$ cat src/rtl/div_pkg.sv
// Shared definitions for the sequential radix-2 divider: defaults, FSM states
// and the iteration-counter width helper.
package div_pkg;

  localparam int WIDTH_DEF = 32;
  localparam logic [WIDTH_DEF-1:0] DIV0_QUOT_DEF = 32'h0000_FFFF;

  typedef enum logic [1:0] {
    IDLE,
    RUN,
    FIX
  } state_t;

  // The counter must be able to hold the value WIDTH itself, not just WIDTH-1.
  function automatic int cnt_width(input int w);
    return $clog2(w + 1);
  endfunction

  localparam int CNT_W = cnt_width(WIDTH_DEF);

endpackage

$ cat src/rtl/div_step.sv
// One restoring-division iteration: shift the next dividend bit into the
// partial remainder and keep the trial subtraction when it does not borrow.
module div_step #(
  parameter int WIDTH = 32
) (
  input  logic [WIDTH-1:0] rem,
  input  logic             dvd_msb,
  input  logic [WIDTH-1:0] divisor,
  output logic [WIDTH-1:0] rem_next,
  output logic             q_bit
);

  logic [WIDTH:0]   shifted;
  logic [WIDTH+1:0] trial;
  logic             unused_trial_bit;

  assign shifted = {rem, dvd_msb};
  assign trial   = {1'b0, shifted} - {2'b00, divisor};
  assign q_bit   = ~trial[WIDTH+1];

  // The remainder is always below the divisor, so a kept difference fits in WIDTH bits.
  assign rem_next         = q_bit ? trial[WIDTH-1:0] : shifted[WIDTH-1:0];
  assign unused_trial_bit = trial[WIDTH];

endmodule

$ cat src/rtl/seq_divider.sv
// Multi-cycle radix-2 restoring divider with start/ready handshake.
// Signed two's-complement mode is built only when DIVIDE_SIGNED_EN is defined.
module seq_divider
  import div_pkg::*;
#(
  parameter int              WIDTH     = WIDTH_DEF,
  parameter logic [WIDTH-1:0] DIV0_QUOT = WIDTH'(DIV0_QUOT_DEF)
) (
  input  logic             clk,
  input  logic             rst_n,
  input  logic             start,
  input  logic [WIDTH-1:0] a,
  input  logic [WIDTH-1:0] b,
  input  logic             sign,
  output logic             ready,
  output logic [WIDTH-1:0] quotient,
  output logic [WIDTH-1:0] remainder
);

  localparam int CW = cnt_width(WIDTH);

  state_t           state;
  logic [CW-1:0]    cnt;
  logic [WIDTH-1:0] rem_reg;
  logic [WIDTH-1:0] dvd_reg;
  logic [WIDTH-1:0] dsr_reg;
  logic [WIDTH-1:0] a_orig;
  logic             div0;

  logic [WIDTH-1:0] a_mag;
  logic [WIDTH-1:0] b_mag;
  logic [WIDTH-1:0] q_fix;
  logic [WIDTH-1:0] r_fix;
  logic [WIDTH-1:0] rem_next;
  logic             q_bit;

`ifdef DIVIDE_SIGNED_EN
  logic a_neg;
  logic b_neg;
  logic neg_q;
  logic neg_r;

  assign a_neg = sign & a[WIDTH-1];
  assign b_neg = sign & b[WIDTH-1];
  assign a_mag = a_neg ? -a : a;
  assign b_mag = b_neg ? -b : b;
  assign q_fix = neg_q ? -dvd_reg : dvd_reg;
  assign r_fix = neg_r ? -rem_reg : rem_reg;
`else
  logic unused_sign;

  assign unused_sign = sign;
  assign a_mag       = a;
  assign b_mag       = b;
  assign q_fix       = dvd_reg;
  assign r_fix       = rem_reg;
`endif

  div_step #(.WIDTH(WIDTH)) u_step (
    .rem      (rem_reg),
    .dvd_msb  (dvd_reg[WIDTH-1]),
    .divisor  (dsr_reg),
    .rem_next (rem_next),
    .q_bit    (q_bit)
  );

  // The dividend register doubles as the quotient register: each RUN edge
  // shifts out a dividend bit and shifts in the new quotient bit.
  always_ff @(posedge clk or negedge rst_n) begin
    if (!rst_n) begin
      state     <= IDLE;
      cnt       <= '0;
      rem_reg   <= '0;
      dvd_reg   <= '0;
      dsr_reg   <= '0;
      a_orig    <= '0;
      div0      <= 1'b0;
      ready     <= 1'b1;
      quotient  <= '0;
      remainder <= '0;
`ifdef DIVIDE_SIGNED_EN
      neg_q     <= 1'b0;
      neg_r     <= 1'b0;
`endif
    end else begin
      case (state)
        IDLE: begin
          if (start) begin
            dvd_reg <= a_mag;
            dsr_reg <= b_mag;
            a_orig  <= a;
            div0    <= (b == '0);
            rem_reg <= '0;
            cnt     <= CW'(WIDTH);
            ready   <= 1'b0;
            state   <= RUN;
`ifdef DIVIDE_SIGNED_EN
            neg_q   <= a_neg ^ b_neg;
            neg_r   <= a_neg;
`endif
          end
        end
        RUN: begin
          rem_reg <= rem_next;
          dvd_reg <= {dvd_reg[WIDTH-2:0], q_bit};
          cnt     <= cnt - CW'(1);
          if (cnt == CW'(1)) begin
            state <= FIX;
          end
        end
        FIX: begin
          if (div0) begin
            quotient  <= DIV0_QUOT;
            remainder <= a_orig;
          end else begin
            quotient  <= q_fix;
            remainder <= r_fix;
          end
          ready <= 1'b1;
          state <= IDLE;
        end
        default: begin
          state <= IDLE;
        end
      endcase
    end
  end

endmodule

$ cat config.mk
export PLATFORM = sky130hd
export DESIGN_NAME = seq_divider
export DESIGN_NICKNAME = d
export VERILOG_FILES = /design/src/rtl/div_pkg.sv /design/src/rtl/div_step.sv /design/src/rtl/seq_divider.sv
export SDC_FILE = /design/constraint.sdc
export NUM_CORES = 1
export LEC_CHECK = 0
export CORE_MARGIN = 5
export CORE_UTILIZATION = 57
export CTS_BUF_LIST = sky130_fd_sc_hd__clkbuf_2
export DETAILED_ROUTE_END_ITERATION = 7
export PLACE_DENSITY = 0.88
export SYNTH_ARGS = -nofsm -noshare
export SYNTH_HDL_FRONTEND = slang
export SYNTH_SLANG_ARGS = --single-unit
export TNS_END_PERCENT = 10
$ cat constraint.sdc
create_clock -name clk -period 3.2 [get_ports clk]
set_input_delay 0.64 -clock clk [delete_from_list [all_inputs] [get_ports clk]]
set_output_delay 0.64 -clock clk [all_outputs]
set_load 0.05 [all_outputs]
==> impl_metrics.env, run 1 <==
export IMPL_synthArstFlopShare_pct=100
export IMPL_synth_edf_count=0
export IMPL_detail_route_antenna_nets=0
export IMPL_post_cts_repair_setup_buffers=0
export IMPL_worst_slack_ps=123
export IMPL_first_pass_iters=6
export IMPL_routed_wl_um=26800
export IMPL_row_count=48
export IMPL_min_period_ps=3080
export IMPL_start_util_pct=58.4
export IMPL_yosysUniqueCellTypes=59
export IMPL_tightest_slew_ps=1180
export IMPL_ir_worst_vdd_uv=595
export IMPL_grt_usage_pct=26.2
export IMPL_start_kind="register"
export IMPL_hp_class="input port to asynchronous set/reset pin"
export IMPL_io_pins=133
export IMPL_power_per_cell_area_nw_per_um2=1180
export IMPL_gp_congestion=0.926
export IMPL_postSynthAreaPerCell_um2=8.94
export IMPL_syn_to_final_growth_pct=20.6
export IMPL_drive_gt1_share_pct=9.70
export IMPL_power_mw=14.4
export IMPL_fin_tns_setup_ps=0
export IMPL_core_area_um2=17400
export IMPL_htree_num_levels=2
export IMPL_die_w_um=143
export IMPL_setup_viol=0
export IMPL_portBuffers=131
export IMPL_grt_pass1_wl_um=43300
export IMPL_clock_sinks=202
export IMPL_dieArea_um2=20500
export IMPL_timing_final_crit_share_pct=96.1
export IMPL_viasPerCell=5.78
export IMPL_hold_violations=0
export IMPL_fmax_mhz=325
export IMPL_yosys_warnings=0
export IMPL_netlist_area_um2=10100
export IMPL_drtIter0Drc=724
export IMPL_required_ps=3860
export IMPL_crit_type="register to register"
export IMPL_place_ws_ps=114
export IMPL_synth_cells=1133
export IMPL_ff2ff_path_depth=11
export IMPL_relSlewSlack_pct=21.3
export IMPL_grt_pass1_vias=8674
export IMPL_drv_slew=0
export IMPL_cts_buffers=50
export IMPL_grt_start_max_net_pins=130
export IMPL_die_h_um=143
export IMPL_clkTransAtPathRegs_ps=120
export IMPL_final_nets=1387
export IMPL_vias=8931
export IMPL_synth_nets=1236
export IMPL_status="completed"
export IMPL_clock_latency_ps=810
export IMPL_cts_root_buf="clkbuf_2"
export IMPL_clock_path_buffers=3
export IMPL_dp_hpwl_um=18900
export IMPL_remaining_drc_errors=0
export IMPL_final_common_cell="nand2_1"
export IMPL_cp_arrival_ps=3730
export IMPL_final_cell_mix="nand2_1, dfrtp_1, clkdlybuf4s50_1, nand3_1, o21ai_0"
export IMPL_cts_tree="done"
export IMPL_ys_ff_latch=202
export IMPL_grt_overflow_total=0
export IMPL_timing_max_cap_violations=0
export IMPL_path_max_fanout=8
export IMPL_wire_per_inst_um=17.3
export IMPL_antenna_found_initial=3
export IMPL_leakagePower_nw=5.76
export IMPL_ys_seq_area_share_pct=49.9
export IMPL_clock_skew_ps=52.1
export IMPL_synthFlopType="dfrtp_1"
export IMPL_endpoint_kind="register"
[cell families (layout without fill, tap and decap cells)]
logic type,after synthesis,in the layout,synth area share [%]
simple gates,517,517,22.6
compound gates,218,218,13.8
flops,202,202,49.9
buf+inv,106,292,4.05
fa+ha+maj,35,35,4.40
mux,33,33,3.26
xor+xnor,22,22,1.90
other cells,0,2,0
[cell usage after synthesis, drive strengths merged, types with 2 or more instances]
cell / n / area share, %
o21bai: 5 / 0.37
nor2: 37 / 1.4
nand3: 120 / 5.9
nor3: 8 / 0.40
o22a: 3 / 0.26
nand4: 10 / 0.62
ha: 34 / 4.2
and3: 10 / 0.67
nor4: 10 / 0.62
or3: 5 / 0.31
o21a: 9 / 0.67
buf: 11 / 0.53
a21boi: 2 / 0.15
nand2b: 18 / 1.1
nand2: 282 / 10
a211oi: 7 / 0.57
o31a: 3 / 0.26
inv: 44 / 1.6
o21ai: 117 / 5.9
mux2i: 33 / 3.3
o311ai: 4 / 0.52
xor2: 8 / 0.69
xnor2: 14 / 1.2
dfrtp: 201 / 50
o2111ai: 2 / 0.17
o211ai: 7 / 0.52
a21o: 16 / 1.2
nor2b: 4 / 0.25
and2: 6 / 0.37
o41ai: 2 / 0.17
clkbuf: 51 / 1.9
a31oi: 3 / 0.19
o31ai: 6 / 0.44
a32oi: 2 / 0.17
or4: 5 / 0.37
a21oi: 20 / 1.1
[metal layers]
metal	track usage [%]	share of wire (%)	vias to the layer above
met4	9.02	2.6	2
met2	41.8	47	378
met1	36.3	41	4260
met5	0	0.041	-
met3	5.19	9.5	54
li1	-	-	4237
[worst paths after layout]
kind,from,to,slack (ps)
max,dsr_reg[16],r_fix[0],120
min,rst_n,remainder[14],330
max reg2reg,dsr_reg[16],r_fix[0],120
min reg2reg,ready,ready,470
max in group asynchronous,rst_n,dsr_reg[1],1990
min in group clk,a[4],a_orig[4],380
[per-stage QoR]
step	hold slack, ps	instance area, um2	util [%]	cells
after floorplan	344	10100	-	1133
after global placement	447	11800	67.7	1456
after detailed placement	458	11800	67.7	1456
after CTS	287	12200	70.3	1544
after global routing	322	12200	70.4	1545
final	333	12200	70.4	1546
[report_power, final]
part           leakage (nW)  internal [mW]  switching [mW]
sequential             2.32           3.66           0.814
combinational          3.12           3.29            4.95
clock                 0.325          0.603            1.05
[layout make-up]
cell class              count  area [um2]
clock buffers              71         355
multi-input cells         825        4700
repair buffers            161        1580
inverters                  44         165
well taps                 225         282
diodes                      2        5.00
clock inverters            16        75.1
fillers                  1339        5140
flip-flops and latches    202        5060
[critical path, stage by stage, from the launching register on]
cell       delay (ps)
dfrtp_1           330
inv_1              60
ha_1              390
a21oi_2           280
o2111ai_1         210
a211oi_2          340
a221oi_4          140
a2111oi_4         470
o21a_2            310
buf_4             190
or3_1             100
o311ai_0          140
[what timing repair did]
| item | CTS | global route |
|---|---|---|
| hold endpoints to repair | 44 | 0 |
| gates resized for setup | 0 | 4 |
| hold buffers | 1 | 0 |
| endpoints found under the setup margin | 0 | 10 |
No activity file was read; power rests on OpenSTA's default activity.
==> inputs of run 2 (changes only) <==
Settings changed: CAP_MARGIN from default to 40.
==> impl_metrics.env, run 2 (synthesis results as in run 1) <==
export IMPL_status="completed"
export IMPL_timing_final_crit_share_pct=95.0
export IMPL_clock_sinks=202
export IMPL_timing_max_cap_violations=0
export IMPL_path_max_fanout=10
export IMPL_fmax_mhz=329
export IMPL_place_area_um2=11800
export IMPL_clock_latency_ps=810
export IMPL_fin_tns_setup_ps=0
export IMPL_drtIter0Drc=697
export IMPL_cp_arrival_ps=3770
export IMPL_cts_buffers=51
export IMPL_row_count=48
export IMPL_dp_cells=1457
export IMPL_rsz0062_at_grt="no"
export IMPL_relSlewSlack_pct=53.1
export IMPL_grt_use_met3_pct=5.76
export IMPL_final_util_pct=70.7
export IMPL_ff2ff_path_depth=10
export IMPL_ir_worst_vdd_uv=586
export IMPL_drv_slew=0
export IMPL_grt_pass1_wl_um=43900
export IMPL_grt_busiest_layer="met2"
export IMPL_vias=9000
export IMPL_die_w_um=143
export IMPL_tightest_slew_ps=702
export IMPL_drive_gt1_share_pct=10.6
export IMPL_core_area_um2=17400
export IMPL_hold_violations=0
export IMPL_viasPerCell=5.79
export IMPL_dieArea_um2=20500
export IMPL_syn_to_final_growth_pct=21.2
export IMPL_setup_viol=0
export IMPL_final_nets=1390
export IMPL_power_per_cell_area_nw_per_um2=1180
export IMPL_use_met2_pct=42.2
export IMPL_critPathMaxStageDelay_ps=500
export IMPL_clock_path_buffers=3
export IMPL_min_period_ps=3040
export IMPL_endpoint_kind="register"
export IMPL_leakagePower_nw=5.83
export IMPL_hp_class="input port to asynchronous set/reset pin"
export IMPL_gp_congestion=0.926
export IMPL_start_kind="register"
export IMPL_routed_wl_um=27200
export IMPL_grt_usage_pct=26.6
export IMPL_cts_tree="done"
export IMPL_start_util_pct=58.4
export IMPL_crit_family="compound AO/OA/AOI/OAI gates"
export IMPL_required_ps=3930
export IMPL_clkTransAtPathRegs_ps=100
export IMPL_remaining_drc_errors=0
export IMPL_slowest_stage="or4_1"
export IMPL_final_cells=1554
export IMPL_worst_slack_ps=160
export IMPL_htree_num_levels=2
export IMPL_first_pass_iters=6
export IMPL_r2r_setup_slack_ps=160
export IMPL_whs_ps=333
export IMPL_clock_skew_ps=54.5
export IMPL_grt_pass1_vias=8804
export IMPL_final_cell_mix="nand2_1, dfrtp_1, clkdlybuf4s50_1, nand3_1, o21ai_0"
export IMPL_path_cells="ha_2 > a21oi_1 > o2111ai_1 > a211oi_2 > a221oi_4 > a2111oi_4 > o21a_2 > buf_4 > or4_1 > nand3_1"
export IMPL_grt_overflow_total=0
export IMPL_final_common_cell="nand2_1"
export IMPL_cts_root_buf="clkbuf_2"
export IMPL_portBuffers=131
export IMPL_dp_hpwl_um=19300
export IMPL_fin_area_um2=12300
export IMPL_grt_start_max_net_pins=98
export IMPL_crit_buf_inv=1
export IMPL_die_h_um=143
export IMPL_io_pins=133
export IMPL_place_ws_ps=97.7
export IMPL_power_mw=14.5
export IMPL_crit_type="register to register"
export IMPL_antenna_found_initial=3
export IMPL_wire_per_inst_um=17.5
export IMPL_detail_route_antenna_nets=0
export IMPL_met1_usage_pct=36.0
export IMPL_cp_depth=10
## run 2: layer usage
layer / up-vias / wire length (um) / part of all wire, %
li1: 4251 / - / -
met1: 4332 / 11100 / 41
met2: 359 / 12900 / 48
met3: 56 / 2350 / 8.7
met4: 2 / 737 / 2.7
met5: - / 13 / 0.048
## run 2: final cells by class
type,instances,area (um2)
Antenna cell,2,5.00
Clock buffer,83,415
Clock inverter,10,43.8
Fill cell,1312,5080
Inverter,44,165
Multi-Input combinational cell,825,4690
Sequential cell,202,5060
Tap cell,225,282
Timing Repair Buffer,163,1620
## run 2: timing repair
| action | in CTS | in global routing |
|---|---|---|
| hold buffers | 1 | 0 |
| endpoints found under the setup margin | 0 | 26 |
| gates resized for setup | 0 | 5 |
| setup buffers | 0 | 1 |
| endpoints found under the hold margin | 44 | 0 |
## run 2: worst reg2reg max path: stages (launching register included)
cell and delay, ps:
dfrtp_1 440, ha_2 430, a21oi_1 130, o2111ai_1 310, a211oi_2 100, a221oi_4 350, a2111oi_4 150, o21a_2 280
buf_4 190, or4_1 500, nand3_1 100
## run 2: where the power goes
group / switching (mW) / internal, mW / total, mW / leakage (nW)
clock network: 1.06 / 0.683 / 1.74 / 0.371
registers: 0.822 / 3.66 / 4.48 / 2.32
logic: 4.97 / 3.32 / 8.29 / 3.13
## run 2: worst paths after layout
| kind | from | end |
|---|---|---|
| setup / recovery | r_fix[13] | r_fix[7] |
| hold / removal | rst_n | remainder[14] |
| setup reg to reg | r_fix[13] | r_fix[7] |
| hold reg to reg | ready | ready |
| max in group asynchronous | rst_n | r_fix[8] |
| min in group clk | a[4] | a_orig[4] |
==> inputs of run 3 (changes only) <==
Settings changed: CORE_UTILIZATION 57 to 39, PLACE_DENSITY 0.88 to 0.66, REMOVE_ABC_BUFFERS from default to 1.
==> impl_metrics.env, run 3 (synthesis results as in run 1) <==
export IMPL_status="completed"
export IMPL_setup_viol=0
export IMPL_antenna_found_initial=0
export IMPL_path_cells="ha_1 > and3_1 > and3_4 > o311ai_4 > a221oi_4 > a2111oi_4 > o21a_2 > buf_12 > or4_1 > nand3_1"
export IMPL_endpoint_kind="register"
export IMPL_grt_busiest_layer="met2"
export IMPL_intPower_mw=7.79
export IMPL_path_max_fanout=15
export IMPL_tightest_slew_ps=760
export IMPL_clkTransAtPathRegs_ps=120
export IMPL_final_cell_mix="nand2_1, dfrtp_1, clkdlybuf4s50_1, nand3_1, o21ai_0"
export IMPL_wire_per_inst_um=16.3
export IMPL_core_area_um2=25800
export IMPL_clock_path_buffers=3
export IMPL_hold_violations=0
export IMPL_required_ps=3920
export IMPL_grt_overflow_total=0
export IMPL_antenna_diode_count=0
export IMPL_crit_buf_inv=1
export IMPL_start_util_pct=39.2
export IMPL_drv_slew=0
export IMPL_fillers=2520
export IMPL_viasPerCell=5.19
export IMPL_io_pins=133
export IMPL_fmax_mhz=329
export IMPL_drtIter0Drc=524
export IMPL_pwr_share_comb_pct=56.6
export IMPL_grt_pass1_wl_um=44000
export IMPL_start_kind="register"
export IMPL_grt_pass1_vias=8757
export IMPL_clock_latency_ps=820
export IMPL_use_met2_pct=30.2
export IMPL_p_sw_share_pct=46.2
export IMPL_hp_class="input port to register"
export IMPL_leakagePower_nw=5.81
export IMPL_post_cts_repair_setup_buffers=0
export IMPL_timing_final_crit_share_pct=94.9
export IMPL_clock_sinks=202
export IMPL_relSlewSlack_pct=49.3
export IMPL_fin_area_um2=12400
export IMPL_vias=8576
export IMPL_final_nets=1386
export IMPL_crit_family="simple AND/OR/NAND/NOR gates"
export IMPL_seqPwrFrac_pct=30.5
export IMPL_syn_to_final_growth_pct=22.7
export IMPL_crit_type="register to register"
export IMPL_detail_route_antenna_nets=0
export IMPL_htree_num_levels=2
export IMPL_row_count=59
export IMPL_place_area_um2=11900
export IMPL_timing_max_cap_violations=0
export IMPL_rsz0062_at_grt="no"
export IMPL_met1_usage_pct=24.8
export IMPL_drive_gt1_share_pct=9.70
export IMPL_slowest_stage="or4_1"
export IMPL_first_pass_iters=5
export IMPL_clock_skew_ps=60.7
export IMPL_cts_root_buf="clkbuf_2"
export IMPL_cp_arrival_ps=3760
export IMPL_min_period_ps=3040
export IMPL_cts_tree="done"
export IMPL_die_w_um=171
export IMPL_power_mw=14.5
export IMPL_remaining_drc_errors=0
export IMPL_dp_hpwl_um=18800
export IMPL_power_share_clock_pct=12.9
export IMPL_ir_worst_vdd_uv=438
export IMPL_grt_start_max_net_pins=100
export IMPL_routed_wl_um=26900
export IMPL_dieArea_um2=29300
export IMPL_power_per_cell_area_nw_per_um2=1160
export IMPL_cts_buffers=53
export IMPL_whs_ps=399
export IMPL_die_h_um=171
export IMPL_final_common_cell="nand2_1"
export IMPL_critPathMaxStageDelay_ps=500
export IMPL_p_switching_mw=6.68
export IMPL_grt_use_met3_pct=3.90
export IMPL_gp_congestion=0.907
export IMPL_portBuffers=131
export IMPL_grt_usage_pct=18.4
run 3: path summary, 6_finish.rpt:
check	from	endpoint	cells past startpoint	slack (ps)
max reg2reg	r_fix[8]	r_fix[7]	10	160
max	r_fix[8]	r_fix[7]	10	160
max in group asynchronous	rst_n	quotient[1]	3	1990
min	a[30]	a_orig[30]	3	400
min in group asynchronous	rst_n	quotient[17]	2	420
min reg2reg	ready	ready	2	470
run 3: metrics by stage:
stage | setup TNS [ps] | worst slack (ps) | utilization, % | cells
after global placement | 0 | 201 | 46.1 | 1562
after detailed placement | 0 | 193 | 46.1 | 1562
final | 0 | 162 | 48.1 | 1654
after floorplan | -72170 | -1830 | - | 1071
after CTS | 0 | 140 | 48.1 | 1654
after global routing | 0 | 26.8 | 48.1 | 1654
run 3: layout make-up:
cell class                      count  area, um2  share of cell area [%]
Tap cell                          335        419                    3.37
Sequential cell                   202       5060                    40.7
Clock buffer                       78        390                    3.14
Clock inverter                     13        101                   0.815
Multi-Input combinational cell    825       4690                    37.8
Inverter                           44        165                    1.33
Timing Repair Buffer              157       1600                    12.9
run 3: tightest hold or removal path, delay by kind of cell:
kind                   cells  cell delay [ps]
and+or+nand+nor            2              130
buffers and inverters      1              390
run 3: timing repair:
item                                   CTS  global route
hold buffers                             1             0
gates resized for setup                  0             3
endpoints found under the hold margin   71             0
setup endpoints to repair                0            10
run 3: metal layers:
metal	wire [um]	part of all wire, %
met1	12300	46
met2	12500	46
met3	1580	5.9
met4	471	1.8
met5	0	0
run 3: power groups by stage:
stage	Sequential (mW)	Combinational (mW)	Clock [mW]
detailed placement	4.46	8.16	0
global route	4.55	9.12	2.09
floorplan	5.02	5.15	0
global placement	4.42	8.03	0
finish	4.41	8.19	1.86
CTS	4.41	8.20	1.94
